===== src/rtl/led_cmd_parser_pkg.sv =====
// Shared encodings and ASCII constants for the LED command parser.
// Parser and transmit FSM states, channel selector, protocol bytes.
package led_cmd_parser_pkg;

  typedef enum logic [1:0] {P_IDLE, P_HI, P_LO, P_TERM} p_state_e;
  typedef enum logic [1:0] {T_IDLE, T_START, T_WAIT_HI, T_WAIT_LO} t_state_e;
  typedef enum logic [1:0] {CH_R, CH_G, CH_B} chan_e;

  localparam logic [7:0] ASCII_R_UP = 8'h52;
  localparam logic [7:0] ASCII_R_LO = 8'h72;
  localparam logic [7:0] ASCII_G_UP = 8'h47;
  localparam logic [7:0] ASCII_G_LO = 8'h67;
  localparam logic [7:0] ASCII_B_UP = 8'h42;
  localparam logic [7:0] ASCII_B_LO = 8'h62;
  localparam logic [7:0] ASCII_CR   = 8'h0D;
  localparam logic [7:0] ASCII_LF   = 8'h0A;
  localparam logic [7:0] ASCII_K    = 8'h4B;
  localparam logic [7:0] ASCII_Q    = 8'h3F;

  // Cycles spent in T_WAIT_HI before a missing busy handshake is abandoned.
  localparam int TX_TIMEOUT = 4;

endpackage


===== src/rtl/tx_req_hold.sv =====
// Single-entry response holder driving a UART transmitter start/busy handshake.
// Responses arriving while a transfer is pending or in flight are discarded.
module tx_req_hold
  import led_cmd_parser_pkg::*;
(
  input  logic       clk,
  input  logic       rst,
  input  logic       req_valid_i,
  input  logic [7:0] req_data_i,
  input  logic       tx_busy_i,
  output logic [7:0] tx_data_o,
  output logic       tx_start_o,
  output logic       drop_o
);

  t_state_e   state_q, state_d;
  logic [7:0] data_q, data_d;
  logic       drop_q, drop_d;
  logic [1:0] cnt_q, cnt_d;

  always_ff @(posedge clk or posedge rst) begin
    if (rst) begin
      state_q <= T_IDLE;
      data_q  <= 8'h00;
      drop_q  <= 1'b0;
      cnt_q   <= 2'd0;
    end else begin
      state_q <= state_d;
      data_q  <= data_d;
      drop_q  <= drop_d;
      cnt_q   <= cnt_d;
    end
  end

  always_comb begin
    state_d = state_q;
    data_d  = data_q;
    drop_d  = drop_q;
    cnt_d   = cnt_q;
    // A busy line in T_IDLE (e.g. after timeout recovery) also blocks a new start.
    if (req_valid_i && (state_q != T_IDLE || tx_busy_i)) drop_d = 1'b1;
    case (state_q)
      T_IDLE: begin
        if (req_valid_i && !tx_busy_i) begin
          data_d  = req_data_i;
          state_d = T_START;
        end
      end
      T_START: begin
        cnt_d   = 2'd0;
        state_d = tx_busy_i ? T_WAIT_LO : T_WAIT_HI;
      end
      T_WAIT_HI: begin
        if (tx_busy_i)                        state_d = T_WAIT_LO;
        else if (cnt_q == 2'(TX_TIMEOUT - 1)) state_d = T_IDLE;
        else                                  cnt_d   = cnt_q + 2'd1;
      end
      T_WAIT_LO: begin
        if (!tx_busy_i) state_d = T_IDLE;
      end
      default: state_d = T_IDLE;
    endcase
  end

  assign tx_data_o  = data_q;
  assign tx_start_o = (state_q == T_START);
  assign drop_o     = drop_q;

endmodule


===== src/rtl/led_cmd_parser.sv =====
// ASCII command parser: "<R|G|B><hex><hex><CR|LF>" sets an 8-bit PWM duty value
// and answers 'K' on success or '?' on any malformed byte.
module led_cmd_parser
  import led_cmd_parser_pkg::*;
#(
  parameter logic [7:0] RESET_DUTY = 8'h00,
  parameter logic       ACK_EN     = 1'b1
) (
  input  logic       clk,
  input  logic       rst,
  input  logic [7:0] rx_data_i,
  input  logic       rx_valid_i,
  output logic [7:0] tx_data_o,
  output logic       tx_start_o,
  input  logic       tx_busy_i,
  output logic [7:0] red_o,
  output logic [7:0] green_o,
  output logic [7:0] blue_o,
  output logic       drop_o
);

  function automatic logic is_hex(input logic [7:0] b);
    return (b >= 8'h30 && b <= 8'h39) || (b >= 8'h41 && b <= 8'h46) ||
           (b >= 8'h61 && b <= 8'h66);
  endfunction

  // Letters A-F/a-f have low nibble 1..6, so adding 9 yields 10..15.
  function automatic logic [3:0] hex_nib(input logic [7:0] b);
    return (b <= 8'h39) ? b[3:0] : b[3:0] + 4'd9;
  endfunction

  p_state_e   p_q, p_d;
  chan_e      chan_q, chan_d;
  logic [3:0] hi_q, hi_d, lo_q, lo_d;
  logic [7:0] red_q, red_d, green_q, green_d, blue_q, blue_d;
  logic       resp_valid, err, is_term;
  logic [7:0] resp_data;

  always_ff @(posedge clk or posedge rst) begin
    if (rst) begin
      p_q     <= P_IDLE;
      chan_q  <= CH_R;
      hi_q    <= 4'h0;
      lo_q    <= 4'h0;
      red_q   <= RESET_DUTY;
      green_q <= RESET_DUTY;
      blue_q  <= RESET_DUTY;
    end else begin
      p_q     <= p_d;
      chan_q  <= chan_d;
      hi_q    <= hi_d;
      lo_q    <= lo_d;
      red_q   <= red_d;
      green_q <= green_d;
      blue_q  <= blue_d;
    end
  end

  assign is_term = (rx_data_i == ASCII_CR) || (rx_data_i == ASCII_LF);

  always_comb begin
    p_d        = p_q;
    chan_d     = chan_q;
    hi_d       = hi_q;
    lo_d       = lo_q;
    red_d      = red_q;
    green_d    = green_q;
    blue_d     = blue_q;
    resp_valid = 1'b0;
    resp_data  = ASCII_K;
    err        = 1'b0;
    if (rx_valid_i) begin
      case (p_q)
        P_IDLE: begin
          if (rx_data_i == ASCII_R_UP || rx_data_i == ASCII_R_LO) begin
            chan_d = CH_R; p_d = P_HI;
          end else if (rx_data_i == ASCII_G_UP || rx_data_i == ASCII_G_LO) begin
            chan_d = CH_G; p_d = P_HI;
          end else if (rx_data_i == ASCII_B_UP || rx_data_i == ASCII_B_LO) begin
            chan_d = CH_B; p_d = P_HI;
          end else if (!is_term) begin
            err = 1'b1;
          end
        end
        P_HI: begin
          if (is_hex(rx_data_i)) begin hi_d = hex_nib(rx_data_i); p_d = P_LO; end
          else err = 1'b1;
        end
        P_LO: begin
          if (is_hex(rx_data_i)) begin lo_d = hex_nib(rx_data_i); p_d = P_TERM; end
          else err = 1'b1;
        end
        P_TERM: begin
          if (is_term) begin
            case (chan_q)
              CH_R:    red_d   = {hi_q, lo_q};
              CH_G:    green_d = {hi_q, lo_q};
              CH_B:    blue_d  = {hi_q, lo_q};
              default: ;
            endcase
            p_d        = P_IDLE;
            resp_valid = 1'b1;
          end else begin
            err = 1'b1;
          end
        end
        default: p_d = P_IDLE;
      endcase
    end
    if (err) begin
      p_d        = P_IDLE;
      resp_valid = 1'b1;
      resp_data  = ASCII_Q;
    end
  end

  tx_req_hold u_tx (
    .clk         (clk),
    .rst         (rst),
    .req_valid_i (resp_valid & ACK_EN),
    .req_data_i  (resp_data),
    .tx_busy_i   (tx_busy_i),
    .tx_data_o   (tx_data_o),
    .tx_start_o  (tx_start_o),
    .drop_o      (drop_o)
  );

  assign red_o   = red_q;
  assign green_o = green_q;
  assign blue_o  = blue_q;

endmodule


===== config.mk =====
export PLATFORM = sky130hd
export DESIGN_NAME = led_cmd_parser
export DESIGN_NICKNAME = d
export VERILOG_FILES = /design/src/rtl/led_cmd_parser_pkg.sv /design/src/rtl/tx_req_hold.sv /design/src/rtl/led_cmd_parser.sv
export SDC_FILE = /design/constraint.sdc
export NUM_CORES = 1
export LEC_CHECK = 0
export ABC_AREA = 0
export CORE_MARGIN = 2
export CORE_UTILIZATION = 25
export DETAILED_ROUTE_END_ITERATION = 8
export DONT_BUFFER_PORTS = 1
export GPL_ROUTABILITY_DRIVEN = 0
export PLACE_DENSITY_LB_ADDON = 0.15
export SETUP_SLACK_MARGIN = 0.15
export SLEW_MARGIN = 5
export SYNTH_ARGS = -nofsm -noshare
export SYNTH_HDL_FRONTEND = slang
export SYNTH_SLANG_ARGS = --single-unit

===== constraint.sdc =====
create_clock -name clk -period 2 [get_ports clk]
set_input_delay 0.1 -clock clk [delete_from_list [all_inputs] [get_ports clk]]
set_output_delay 0.1 -clock clk [all_outputs]
set_load 0.05 [all_outputs]

==> impl_metrics.yaml <==
flow_run:
  cap_violations: 0
timing:
  fin_crit_ns: 1.75
  max-slew-margin-rel_pct: 61.7
  timing.final.hold_violations: 0
  setup_total_negative_slack_ns: 0
  timing.fmax_ghz: 0.571
  final_min_period_over_clock_period_pct: 87.6
  grt_setup_unrepaired: "false"
  setup_viol: 0
  final.setup_skew_ns: 0.00498
  worst-slew-pin-transition_ns: 0.573
  max_transition_viols_final: 0
floorplanning:
  dieArea_um2: 9850
  row_count: 34
  placeableCoreArea_um2: 8760
  fp.dieW_um: 99.2
  die-height_um: 99.2
  ioPinCount: 46
  initial_utilization_pct: 25.9
worst_setup_path:
  critPathTopFamily: "simple AND/OR/NAND/NOR gates"
  cp_data_required_time_ns: 2.18
  crit_end_category: "flip-flop"
  cp_slowest_cell: "sky130_fd_sc_hd__dfrtp_2"
  crit_fanout: 8
  cp.arrival_ns: 1.93
  maximum_cell_stage_delay_along_the_critical_path_ns: 0.41
  setup.worst_path.class: "flip-flop to flip-flop"
  critical_path_depth_in_cells: 6
  critPathLaunchType: "flip-flop"
  rr_worst_depth: 6
  crit_buf_inv: 1
  crit_chain: "ha_2 > nand2_1 > nand4b_4 > nor3b_4 > buf_12 > mux2_2"
cts:
  clockRootBuffer: "sky130_fd_sc_hd__clkbuf_8"
  cts_htree_levels: 2
  clock_sinks: 44
  cts_tree: "built"
  worstSkewPairLatency_ns: 0.29
  cts.repair_timing.setup_buffer_count: 0
  clkSlewWorstSetupHoldPaths_ns: 0.08
  clock_tree.buffer_depth: 2
  cts_made_buffers: 5
power_and_ir_drop:
  sequentialPowerShare_pct: 55.2
  switching_portion_of_total_power_pct: 30.3
  power.share.combinational_pct: 15.9
  vdd_ir_drop_max_uv: 299
  power_per_cell_area_nw_per_um2: 734
  power.switching_mw: 0.569
  power_leakage_nw: 1.18
  power.share.clock_pct: 28.9
  fin_total_pwr_mw: 1.88
  internal_power_mw: 1.31
placed_design:
  numPortBuffers: 0
  place_hpwl_um: 3510
  place_inst: 293
finish:
  drive_above_1_share_pct: 31.8
  antenna-diode-count: 0
  final_cell_mix: "sky130_fd_sc_hd__dfrtp_1 (43), sky130_fd_sc_hd__mux2_2 (33), sky130_fd_sc_hd__ha_1 (10), sky130_fd_sc_hd__o21ai_0 (8), sky130_fd_sc_hd__buf_4 (8)"
  area_growth_syn_to_layout_pct: 12.9
  utilization_after_layout_pct: 29.2
  finalNetCount: 218
  most_common_cell_after_layout_fill_and_taps_aside: "sky130_fd_sc_hd__dfrtp_1"
  final_cell_count_no_fill: 303
  fill_cells: 921
global_route:
  largest_net_degree_at_the_start_of_global_routing: 45
  number_of_global_route_vias_before_repair: 1377
  grt.overflow.total: 0
  grt_antenna_before_repair: 0
  grt_pass1_wl_um: 7850
  grt_use_total_pct: 10.3
drt:
  route.detailed.wl_per_inst_um: 15.7
  detail_route.wirelength_um: 4770
  drt-vias-per-instance: 4.74
  routed-via-count: 1435
  antenna_left: 0
  drc: 0
  drtIter0Drc: 96
  detail_route.first_pass.iterations: 4
synth:
  synth-main-ff-cell: "sky130_fd_sc_hd__dfrtp_1"
  synth_area_um2: 2270
  syn_inst: 184
  ys_seq_elements: 44
  synthDominantAreaCellType: "sky130_fd_sc_hd__dfrtp_1"
  syn-num-nets: 207
  yosysWarningCount: 0
  post_synth_main_area_contributors: "sky130_fd_sc_hd__dfrtp_1 (49%), sky130_fd_sc_hd__mux2_2 (16%), sky130_fd_sc_hd__ha_1 (6.1%)"
  yosysTopAreaCellShare_pct: 48.6
  synth-edff-count: 0
  ffs_w_async_s_r_synth_pct: 100
  seq_area_frac_synth_pct: 48.6
  synth.lib_cells_used.distinct: 42
  syn-mean-instance-area_um2: 12.3
hold_path:
  hp-class: "primary input to flip-flop"
  worstHoldPathCells: 2
outcome:
  outcome: "finished clean"
==> path summary, 6_finish.rpt <==
path                                               startpoint                       endpoint  slack, ns
worst max-delay path                       p_q[0]$_DFFE_PP0P_         green_o[7]$_DFFE_PP0P_       0.25
worst min-delay path                             rx_data_i[4]          chan_q[1]$_DFFE_PP0P_       0.03
worst max register to register             p_q[0]$_DFFE_PP0P_         green_o[7]$_DFFE_PP0P_       0.25
worst min register to register  u_tx.tx_data_o[3]$_DFFE_PP0P_  u_tx.tx_data_o[3]$_DFFE_PP0P_       0.50
max in group asynchronous                                 rst             p_q[0]$_DFFE_PP0P_       1.17
min in group asynchronous                                 rst      u_tx.cnt_q[0]$_DFFE_PP0P_       0.40
==> state kept, by name, summed over array words and instances (netlist names), 3 cells and up <==
name	cells
u_tx.tx_data_o	3
blue_o	8
red_o	8
green_o	8
hi_q	4
lo_q	4
==> area by class of cell <==
class / count / area, µm² / share of cell area (%)
multi-input combinational: 123 / 1080 / 42.2
timing repair buffer: 13 / 130 / 5.08
clock buffer: 5 / 68.8 / 2.69
clock inverter: 2 / 12.5 / 0.489
tap: 108 / 135 / 5.28
inverter: 8 / 30.0 / 1.17
sequential: 44 / 1100 / 43.1
==> kinds of logic (layout without fill, tap and decap cells) <==
family                   count (synthesis)  count (layout)  synth area share, %
other                                    1               1                0.165
buffers and inverters                   17              28                 3.86
XOR/XNOR                                 3               3                 1.16
flip-flops                              44              44                 48.6
AND/OR/NAND/NOR                         39              39                 12.5
adder cells (fa/ha/maj)                 11              11                 6.07
multiplexers                            35              35                 17.3
AO/OA/AOI/OAI                           34              34                 10.3
==> per-layer routing <==
metal	track usage (%)	up-vias	part of all wire (%)
met3	3.16	5	4.9
met4	4.11	0	1.4
met1	14.9	721	51
met5	0	-	0
li1	-	680	-
met2	14.0	29	43
==> power by group through the flow <==
stage | combinational (mW) | sequential (mW) | clock [mW]
floorplan | 0.269 | 1.02 | 0
global placement | 0.297 | 1.06 | 0
detailed placement | 0.298 | 1.06 | 0
CTS | 0.304 | 1.04 | 0.579
global route | 0.335 | 1.05 | 0.609
finish | 0.299 | 1.04 | 0.542
==> Yosys cell counts, drive strengths merged, types with 4 or more instances <==
master,number
dfrtp,44
mux2,34
ha,11
inv,8
o21ai,8
buf,7
nor2,7
a21oi,6
nand3,6
nor3,5
nand2b,4
==> per-stage QoR <==
step / instance area (µm²) / hold slack [ns] / setup WS (ns)
after floorplan: 2270 / 0.248 / 0.274
after global routing: 2560 / 0.0168 / 0.152
final: 2560 / 0.0260 / 0.249
after detailed placement: 2440 / 0.173 / 0.0822
after CTS: 2560 / 0.00321 / 0.160
after global placement: 2440 / 0.173 / 0.140
==> repair_timing <==
action                                  4_1_cts  5_1_grt
endpoints found under the setup margin        0       26
endpoints found under the hold margin        49        0
hold buffers                                  3        0
gates resized for setup                       0        2
(Power assumes the default switching activity.)
